File: src/rtl/mpu_host_cmd_seq_pkg.sv
// Shared types for the MPU host command sequencer: beat structs, host opcodes,
// FSM states, error codes and the bit positions used in the MPU state/command words.
package mpu_host_cmd_seq_pkg;

    localparam int DATA_W = 32;

    typedef logic [DATA_W-1:0] data_t;

    typedef struct packed {
        logic  v;
        data_t instr;
        data_t data;
    } mpu_in_t;

    typedef struct packed {
        logic  v;
        data_t data;
    } mpu_out_t;

    typedef enum logic [2:0] {
        HCMD_RUN     = 3'd0,
        HCMD_ST_PROG = 3'd1,
        HCMD_ST_DATA = 3'd2,
        HCMD_LD_DATA = 3'd3,
        HCMD_STOP    = 3'd4,
        HCMD_SET_EN  = 3'd5,
        HCMD_RSVD6   = 3'd6,
        HCMD_RSVD7   = 3'd7
    } hcmd_t;

    typedef enum logic [3:0] {
        S_IDLE,
        S_WAKE,
        S_CMD,
        S_OPND_ID,
        S_OPND_STRIDE,
        S_OPND_BASE,
        S_PAYLOAD,
        S_RECV,
        S_WAIT,
        S_FIN
    } fsm_hseq_t;

    typedef enum logic [1:0] {
        ERR_NONE    = 2'd0,
        ERR_ILLEGAL = 2'd1,
        ERR_NOTHMEM = 2'd2,
        ERR_TIMEOUT = 2'd3
    } err_code_t;

    // MPU state word bit positions
    localparam int STATE_READY   = 0;
    localparam int STATE_RUN     = 1;
    localparam int STATE_STOP    = 2;
    localparam int STATE_NOTHMEM = 3;

    localparam int CMD_BIT_RUN     = 0;
    localparam int CMD_BIT_ST_PROG = 1;
    localparam int CMD_BIT_ST_DATA = 2;
    localparam int CMD_BIT_LD_DATA = 3;
    localparam int CMD_BIT_STOP    = 4;
    localparam int CMD_BIT_SET_EN  = 5;

    function automatic data_t cmd_onehot(input hcmd_t op);
        data_t r;
        r = '0;
        case (op)
            HCMD_RUN:     r[CMD_BIT_RUN]     = 1'b1;
            HCMD_ST_PROG: r[CMD_BIT_ST_PROG] = 1'b1;
            HCMD_ST_DATA: r[CMD_BIT_ST_DATA] = 1'b1;
            HCMD_LD_DATA: r[CMD_BIT_LD_DATA] = 1'b1;
            HCMD_STOP:    r[CMD_BIT_STOP]    = 1'b1;
            HCMD_SET_EN:  r[CMD_BIT_SET_EN]  = 1'b1;
            default:      r = '0;
        endcase
        return r;
    endfunction

    function automatic logic is_legal(input hcmd_t op);
        return (op <= HCMD_SET_EN);
    endfunction

endpackage

File: src/rtl/mpu_hseq_timer.sv
// Elapsed-cycle counter for the command sequencer; expired fires on the enabled
// cycle whose increment would bring the count to TIMEOUT-1.
module mpu_hseq_timer #(
    parameter int TIMEOUT = 1024
) (
    input  logic clock,
    input  logic reset,
    input  logic clr,
    input  logic en,
    output logic expired
);

    localparam int CW = $clog2(TIMEOUT) + 1;

    logic [CW-1:0] count_q, count_d;

    always_comb begin
        count_d = count_q;
        if (clr) begin
            count_d = '0;
        end else if (en) begin
            count_d = count_q + CW'(1);
        end
    end

    always_ff @(posedge clock) begin
        if (reset) begin
            count_q <= '0;
        end else begin
            count_q <= count_d;
        end
    end

    // Independent of clr so the FSM can use it without a combinational loop
    assign expired = en && (count_q == CW'(TIMEOUT - 2));

endmodule

File: src/rtl/mpu_host_cmd_seq.sv
// Host-side initiator: expands one host command into the MPU beat sequence,
// streams/collects payload and waits on the MPU state word for completion.
//   state         | meaning
//   S_IDLE        | ready for a host command
//   S_WAKE/S_CMD  | wake beat, then one-hot command beat
//   S_OPND_*      | operand beats (ID / stride / base)
//   S_PAYLOAD     | write beats, one per I_Wr_Valid
//   S_RECV        | collecting load return beats
//   S_WAIT        | waiting for the MPU completion bit
//   S_FIN         | one-cycle done/error pulse
module mpu_host_cmd_seq
    import mpu_host_cmd_seq_pkg::*;
#(
    parameter int WIDTH_DATA = DATA_W,
    parameter int WIDTH_LEN  = 16,
    parameter int NUM_TPU    = 4,
    parameter int TIMEOUT    = 1024
) (
    input  logic                  clock,
    input  logic                  reset,
    input  logic                  I_Cmd_Valid,
    output logic                  O_Cmd_Ready,
    input  logic [2:0]            I_Cmd_Op,
    input  logic [WIDTH_DATA-1:0] I_Cmd_ID,
    input  logic [WIDTH_DATA-1:0] I_Cmd_Stride,
    input  logic [WIDTH_DATA-1:0] I_Cmd_Base,
    input  logic [WIDTH_LEN-1:0]  I_Cmd_Len,
    input  logic                  I_Wr_Valid,
    input  logic [WIDTH_DATA-1:0] I_Wr_Data,
    output logic                  O_Wr_Ready,
    output logic                  O_Rd_Valid,
    output logic [WIDTH_DATA-1:0] O_Rd_Data,
    output logic                  O_Req_IF,
    output mpu_in_t               O_Data_IF,
    input  mpu_out_t              I_Data_IF,
    input  logic [3:0]            I_State,
    output logic                  O_Busy,
    output logic                  O_Done,
    output logic                  O_Err,
    output logic [1:0]            O_Err_Code
);

    fsm_hseq_t             state_q, state_d;
    hcmd_t                 op_q, op_d;
    logic [WIDTH_DATA-1:0] id_q, id_d;
    logic [WIDTH_DATA-1:0] stride_q, stride_d;
    logic [WIDTH_DATA-1:0] base_q, base_d;
    logic [WIDTH_LEN-1:0]  len_q, len_d;
    err_code_t             err_code_q, err_code_d;

    logic tmr_clr, tmr_en, tmr_expired;
    logic wait_done;

    mpu_hseq_timer #(
        .TIMEOUT (TIMEOUT)
    ) u_timer (
        .clock   (clock),
        .reset   (reset),
        .clr     (tmr_clr),
        .en      (tmr_en),
        .expired (tmr_expired)
    );

    always_comb begin
        wait_done = 1'b0;
        case (op_q)
            HCMD_RUN:  wait_done = I_State[STATE_RUN];
            HCMD_STOP: wait_done = I_State[STATE_STOP];
            default:   wait_done = I_State[STATE_READY];
        endcase
    end

    always_comb begin
        state_d     = state_q;
        op_d        = op_q;
        id_d        = id_q;
        stride_d    = stride_q;
        base_d      = base_q;
        len_d       = len_q;
        err_code_d  = err_code_q;
        O_Cmd_Ready = 1'b0;
        O_Req_IF    = 1'b0;
        O_Data_IF   = '0;
        O_Wr_Ready  = 1'b0;
        O_Rd_Valid  = 1'b0;
        O_Rd_Data   = '0;
        O_Done      = 1'b0;
        O_Err       = 1'b0;

        unique case (state_q)
            S_IDLE: begin
                O_Cmd_Ready = 1'b1;
                if (I_Cmd_Valid) begin
                    op_d     = hcmd_t'(I_Cmd_Op);
                    id_d     = I_Cmd_ID;
                    stride_d = I_Cmd_Stride;
                    base_d   = I_Cmd_Base;
                    len_d    = I_Cmd_Len;
                    if (is_legal(hcmd_t'(I_Cmd_Op))) begin
                        err_code_d = ERR_NONE;
                        state_d    = S_WAKE;
                    end else begin
                        err_code_d = ERR_ILLEGAL;
                        state_d    = S_FIN;
                    end
                end
            end
            S_WAKE: begin
                O_Req_IF = 1'b1;
                state_d  = S_CMD;
            end
            S_CMD: begin
                O_Req_IF       = 1'b1;
                O_Data_IF.data = cmd_onehot(op_q);
                case (op_q)
                    HCMD_ST_PROG: state_d = (len_q == '0) ? S_WAIT : S_PAYLOAD;
                    HCMD_STOP:    state_d = S_WAIT;
                    default:      state_d = S_OPND_ID;
                endcase
            end
            S_OPND_ID: begin
                O_Req_IF = 1'b1;
                if (op_q == HCMD_SET_EN) begin
                    O_Data_IF.data[NUM_TPU-1:0] = id_q[NUM_TPU-1:0];
                    state_d = S_FIN;
                end else begin
                    O_Data_IF.data = id_q;
                    state_d = (op_q == HCMD_RUN) ? S_WAIT : S_OPND_STRIDE;
                end
            end
            S_OPND_STRIDE: begin
                O_Req_IF       = 1'b1;
                O_Data_IF.data = stride_q;
                state_d        = S_OPND_BASE;
            end
            S_OPND_BASE: begin
                O_Req_IF       = 1'b1;
                O_Data_IF.data = base_q;
                if (len_q == '0) begin
                    state_d = S_WAIT;
                end else begin
                    state_d = (op_q == HCMD_LD_DATA) ? S_RECV : S_PAYLOAD;
                end
            end
            S_PAYLOAD: begin
                if (I_Wr_Valid) begin
                    O_Req_IF   = 1'b1;
                    O_Wr_Ready = 1'b1;
                    if (op_q == HCMD_ST_PROG) begin
                        O_Data_IF.v     = 1'b1;
                        O_Data_IF.instr = I_Wr_Data;
                    end else begin
                        O_Data_IF.data  = I_Wr_Data;
                    end
                    len_d = len_q - WIDTH_LEN'(1);
                    if (len_q == WIDTH_LEN'(1)) begin
                        state_d = S_WAIT;
                    end
                end else if (tmr_expired) begin
                    err_code_d = ERR_TIMEOUT;
                    state_d    = S_FIN;
                end
            end
            S_RECV: begin
                if (I_Data_IF.v) begin
                    O_Rd_Valid = 1'b1;
                    O_Rd_Data  = I_Data_IF.data;
                    len_d      = len_q - WIDTH_LEN'(1);
                    if (len_q == WIDTH_LEN'(1)) begin
                        state_d = S_WAIT;
                    end
                end else if (tmr_expired) begin
                    err_code_d = ERR_TIMEOUT;
                    state_d    = S_FIN;
                end
            end
            S_WAIT: begin
                // NoThMem outranks a simultaneous completion bit
                if (I_State[STATE_NOTHMEM]) begin
                    err_code_d = ERR_NOTHMEM;
                    state_d    = S_FIN;
                end else if (wait_done) begin
                    state_d = S_FIN;
                end else if (tmr_expired) begin
                    err_code_d = ERR_TIMEOUT;
                    state_d    = S_FIN;
                end
            end
            S_FIN: begin
                O_Done  = (err_code_q == ERR_NONE);
                O_Err   = (err_code_q != ERR_NONE);
                state_d = S_IDLE;
            end
            default: state_d = S_IDLE;
        endcase
    end

    assign tmr_en     = (state_q == S_PAYLOAD) || (state_q == S_RECV) || (state_q == S_WAIT);
    assign tmr_clr    = (state_d != state_q) || O_Req_IF || O_Rd_Valid;
    assign O_Busy     = (state_q != S_IDLE);
    assign O_Err_Code = err_code_q;

    always_ff @(posedge clock) begin
        if (reset) begin
            state_q    <= S_IDLE;
            op_q       <= HCMD_RUN;
            id_q       <= '0;
            stride_q   <= '0;
            base_q     <= '0;
            len_q      <= '0;
            err_code_q <= ERR_NONE;
        end else begin
            state_q    <= state_d;
            op_q       <= op_d;
            id_q       <= id_d;
            stride_q   <= stride_d;
            base_q     <= base_d;
            len_q      <= len_d;
            err_code_q <= err_code_d;
        end
    end

endmodule
File: config.mk
export PLATFORM = sky130hd
export DESIGN_NAME = mpu_host_cmd_seq
export DESIGN_NICKNAME = d
export VERILOG_FILES = /design/src/rtl/mpu_host_cmd_seq_pkg.sv /design/src/rtl/mpu_hseq_timer.sv /design/src/rtl/mpu_host_cmd_seq.sv
export SDC_FILE = /design/constraint.sdc
export NUM_CORES = 1
export LEC_CHECK = 0
export ABC_AREA = 1
export CAP_MARGIN = 20
export CORE_ASPECT_RATIO = 1.4
export CORE_MARGIN = 5
export CORE_UTILIZATION = 29
export DETAILED_ROUTE_END_ITERATION = 7
export HOLD_SLACK_MARGIN = 0.06
export PLACE_DENSITY = 0.69
export SYNTH_ARGS = -nofsm -noshare
export SYNTH_HDL_FRONTEND = slang
export SYNTH_SLANG_ARGS = --single-unit
export TNS_END_PERCENT = 100
File: constraint.sdc
create_clock -name clock -period 1.87 [get_ports clock]
set_input_delay 0.374 -clock clock [delete_from_list [all_inputs] [get_ports clock]]
set_output_delay 0.374 -clock clock [all_outputs]
set_load 0.02 [all_outputs]
==> results.txt <==
- Result of the run: complete, but fails checks
* Failing checks: setup timing
* Fin crit share: 126%
- DR DRC count: 0
* Maximum capacitance violations: 0
- Switching Power: approximately 6.7 mW
- Library cells used by synthesis: between 40 and 50
* Final slew viol count: 0
* Comb pwr share: about half
- Flop-to-flop setup slack: -0.24 ns
* Area of all placed cells without fillers: between 10,000 and 15,000 um2
- Cell area after synthesis: 7150 um2
- The tightest hold path in the finished design has a slack of between 0.4 and 0.5 ns.
- TritonCTS built the clock tree.
* Number of global-route vias before repair: between 8,000 and 9,000
- After technology mapping, the gate count stands at ~1,100.
- Once detail routing completed, the nets flagged for antenna violations numbered 0.
* Largest fanout of any net on the critical path: 5
- The critical path goes through inv_2 > nor2_4 > nand3_4 > a31oi_4 > buf_4 > clkbuf_16 > a22oi_1 > nand2_1 > buf_4.
- Worst Path Class, Setup: reg2out
- Worst path buffer plus inverter count: 4
- Power density cells: around 1200 nW/um2
* Gate family responsible for the most delay along the worst path: buffers and inverters
* Total track usage: 21.7%
- Cell type with the highest aggregate area in the netlist: dfxtp_1
* Standby leakage power: ~6 nW
- Synth top cells by count: nor2_1, inv_1, dfxtp_1, o21ai_0, nand2_1
* Number of synthesized flops with an enable pin: 0
- Maximum number of pins on one net before global-route repair: between 60 and 70
- Number of clock buffers inserted by TritonCTS: 17
- CP endpoint kind: primary output
- The smallest clock period supported by the final layout is computed as 2.36 ns.
* Compound-cell area share of the yosys netlist: a little over a fifth
- Sum of net half-perimeters after detailed placement: around 22,000 um
- Syn nets: approximately 1,300
* Number of antenna violations at the first check in global routing: 1
- Layout Nets: around 1,700
- Number of I/O port buffers: around 290
- In the post-synthesis netlist, the biggest area contributors are dfxtp_1, nor2_1, o21ai_0.
* Detailed-route vias per instance: 4.91
- The first global-routing pass estimated 47,800 um of wire.
* Area share of the largest cell type after synthesis: a little under two fifths
* Number of DRC violations after detailed-routing iteration 0: 348
- The most used flip-flop cell after synthesis is dfxtp_1.
- Clock-pin slew was measured on the worst setup and hold paths at 0.06 ns.
* Die boundary width: about 140 um
* Detailed-routing iteration count for the pre-antenna-repair pass: 5
- The worst-case IR drop observed on VDD is a little under 0.8 mV.
- The synthesized netlist devotes between 1 and 1.5% of its cell area to XOR and XNOR gates.
* Initial standard-cell utilization of the core: 29.2%
- For the pin with the worst max-slew slack, the measured transition is approximately 0.63 ns.
- In this run the mean area of a mapped cell was ~6.7 um2.
* RSZ-0062 raised after global routing: yes
- FFs w/ async S/R, synth: 0%
- Syn. warnings: 0
- Met1 global-route usage: ~23%
- Synthesized-area fraction occupied by and/or/nand/nor cells: a little over a quarter
- Crit path top cell by count: buf_4
- The clock reaches the later pin of the worst-skew pair after about 0.43 ns.
* Worst-case clock skew: roughly 0.0064 ns
- Worst path required time: 1.50 ns
- Max-slew headroom: 58.2%
- Most common cell in the synthesized netlist: nor2_1
- The tree is rooted in a clkbuf_16.
* Via count: slightly below 9,000
* Total die area: approximately 28,000 um2
- I/O pin count: between 200 and 300
- For this run, the share of the core covered by cells in the final layout is between 50% and 60%.
- Proportion of total power due to net switching: 39.2%
- In the global route stage, met2 resource usage came out at around 40%.
* Weighted congestion reported at the end of routability-driven placement: roughly 0.87
* Fraction of final layout cells with drive strength greater than 1: around a third
* Wirelength, routed: roughly 34,000 um
- Vertical die dimension: 196 um
- Number of buffers inserted for hold repair after clock tree synthesis: 0
- Placed Instance Area: between 10,000 and 15,000 um2
* Clock Power Share: between 20 and 25%
- Summed over all layers, the global routing overflow is 0.
* Buffer levels on the longest clock path: 2
- H-Tree Level Count: 4
- In the final routed layout, each cell accounts on average for 18.5 um.
* Number of endpoints with negative hold slack in the final report: 0
- Sequential cell area fraction in the yosys report: roughly 37%
* Area growth, synth to finish: 96.4%
- For met3 alone, demand over resource in global routing was roughly 5.7%.
- In this run the most used layer during global routing was met2.
* Final worst slack: -0.493 ns
* Type of origin of the critical path: register
- For this run, the top clock speed supported by timing is between 400 and 500 MHz.
* Clock tree sinks: 132
* Final number of setup-violating endpoints: roughly 230
* Largest family of logic cells by synthesized area: simple AND/OR/NAND/NOR gates
- Adder and majority cell fraction of the synthesized area: less than 1%
- Critical path data arrival time: 1.99 ns
- Int Pwr: ~10 mW
- Hold Path Class: reg2reg
- FF+latch count, synth: ~130
- Part of the total power dissipated in sequential elements: between 20% and 30%
- After floorplanning, the core was divided into 68 placement rows.
- Core Footprint: about 25,000 um2
- Slowest library cell on the worst path: dfxtp_2
- The portion of synthesized area spent on multiplexers is 0%.
* Delay of the slowest cell on the worst path: roughly 0.33 ns
[flip-flops by register name (all words and copies together) (netlist names)]
| signal | cells |
|---|---|
| base_q | 32 |
| id_q | 32 |
| op_q | 3 |
| state_q | 4 |
| u_timer.count_q | 11 |
| stride_q | 32 |
| O_Err_Code | 2 |
| len_q | 16 |
[path summary, 6_finish.rpt]
kind          startpoint                  to  depth (start not counted)
min reg2reg  stride_q[0]         stride_q[0]                          2
max           state_q[2]       O_Data_IF[11]                          9
max reg2reg   state_q[3]  u_timer.count_q[0]                         18
min          stride_q[0]         stride_q[0]                          2
[power by group through the flow]
stage,clock network (mW),logic [mW],registers (mW)
3_3_place_gp,0,6.47,4.39
4_1_cts,3.80,7.37,4.44
2_1_floorplan,0,3.68,4.21
3_5_place_dp,0,6.54,4.41
6_report,3.75,8.86,4.50
5_1_grt,3.92,9.58,4.61
[area by class of cell]
class	instances	area [um2]
Multi-Input combinational cell	727	4670
Antenna cell	1	2.50
Inverter	149	597
Clock inverter	15	228
Timing Repair Buffer	466	5070
Clock buffer	17	425
Tap cell	315	394
Sequential cell	132	2650
Fill cell	2147	10500
[worst reg2reg max path: stages (launching register included)]
cell	delay (ns)
dfxtp_2	0.36
buf_6	0.13
inv_4	0.04
nand2_4	0.07
buf_6	0.11
nor2_4	0.03
buf_12	0.13
nand2_8	0.07
buf_6	0.12
buf_6	0.09
nand2_4	0.05
inv_2	0.05
nor2_2	0.03
nor2_1	0.13
nand2_1	0.10
nand2_2	0.10
nand3_4	0.10
buf_12	0.17
nor3_4	0.15
[what timing repair did]
action                     4_1_cts  5_1_grt
gates resized for setup        707      209
setup buffers                   26       20
setup endpoints to repair      142      236
cloned                          12       10
pin swaps                       25       41
[through the flow]
stage / setup TNS (ns) / instances / worst slack [ns] / total power [mW]
floorplan: -0.973 / 1069 / -0.0232 / 7.89
global placement: -68.65 / 1729 / -0.854 / 10.9
detailed placement: -70.18 / 1729 / -0.879 / 11.0
CTS: -45.24 / 1798 / -0.465 / 15.6
global route: -76.18 / 1821 / -0.531 / 18.1
finish: -58.89 / 1822 / -0.493 / 17.1
[layout by cell type, fill, tap and decap left out, types with 7 or more instances in the layout]
cell type / n
a32oi_1: 12
a32oi_2: 12
nand4_1: 7
a21oi_2: 11
nand2_4: 9
nor2_1: 167
dfxtp_1: 127
buf_12: 25
nand2_1: 106
o21ai_1: 44
buf_6: 106
nand3_1: 18
xor2_1: 8
buf_4: 116
inv_2: 10
clkbuf_16: 26
clkdlybuf4s50_1: 187
inv_1: 132
a31oi_1: 7
o211ai_1: 17
buf_16: 8
nand2_2: 12
a22oi_2: 8
buf_8: 7
nor3_1: 7
nor2_4: 72
nor2_2: 19
nor3_2: 13
a21oi_1: 44
o21ai_0: 67
o21ai_2: 12
[cells by family after synthesis]
family / after synthesis
DFF: 132
buffers and inverters: 212
adders and majority gates: 5
AOI/OAI and AO/OA: 262
and+or+nand+nor: 446
xor gates and xnor gates: 12
[metal layers]
layer / vias to the layer above / wire, um
met4: 0 / 1220
met3: 79 / 2580
li1: 4350 / -
met1: 4156 / 11900
met2: 361 / 18000
met5: - / 0
Note: power is estimated with default switching activity, not from simulation.
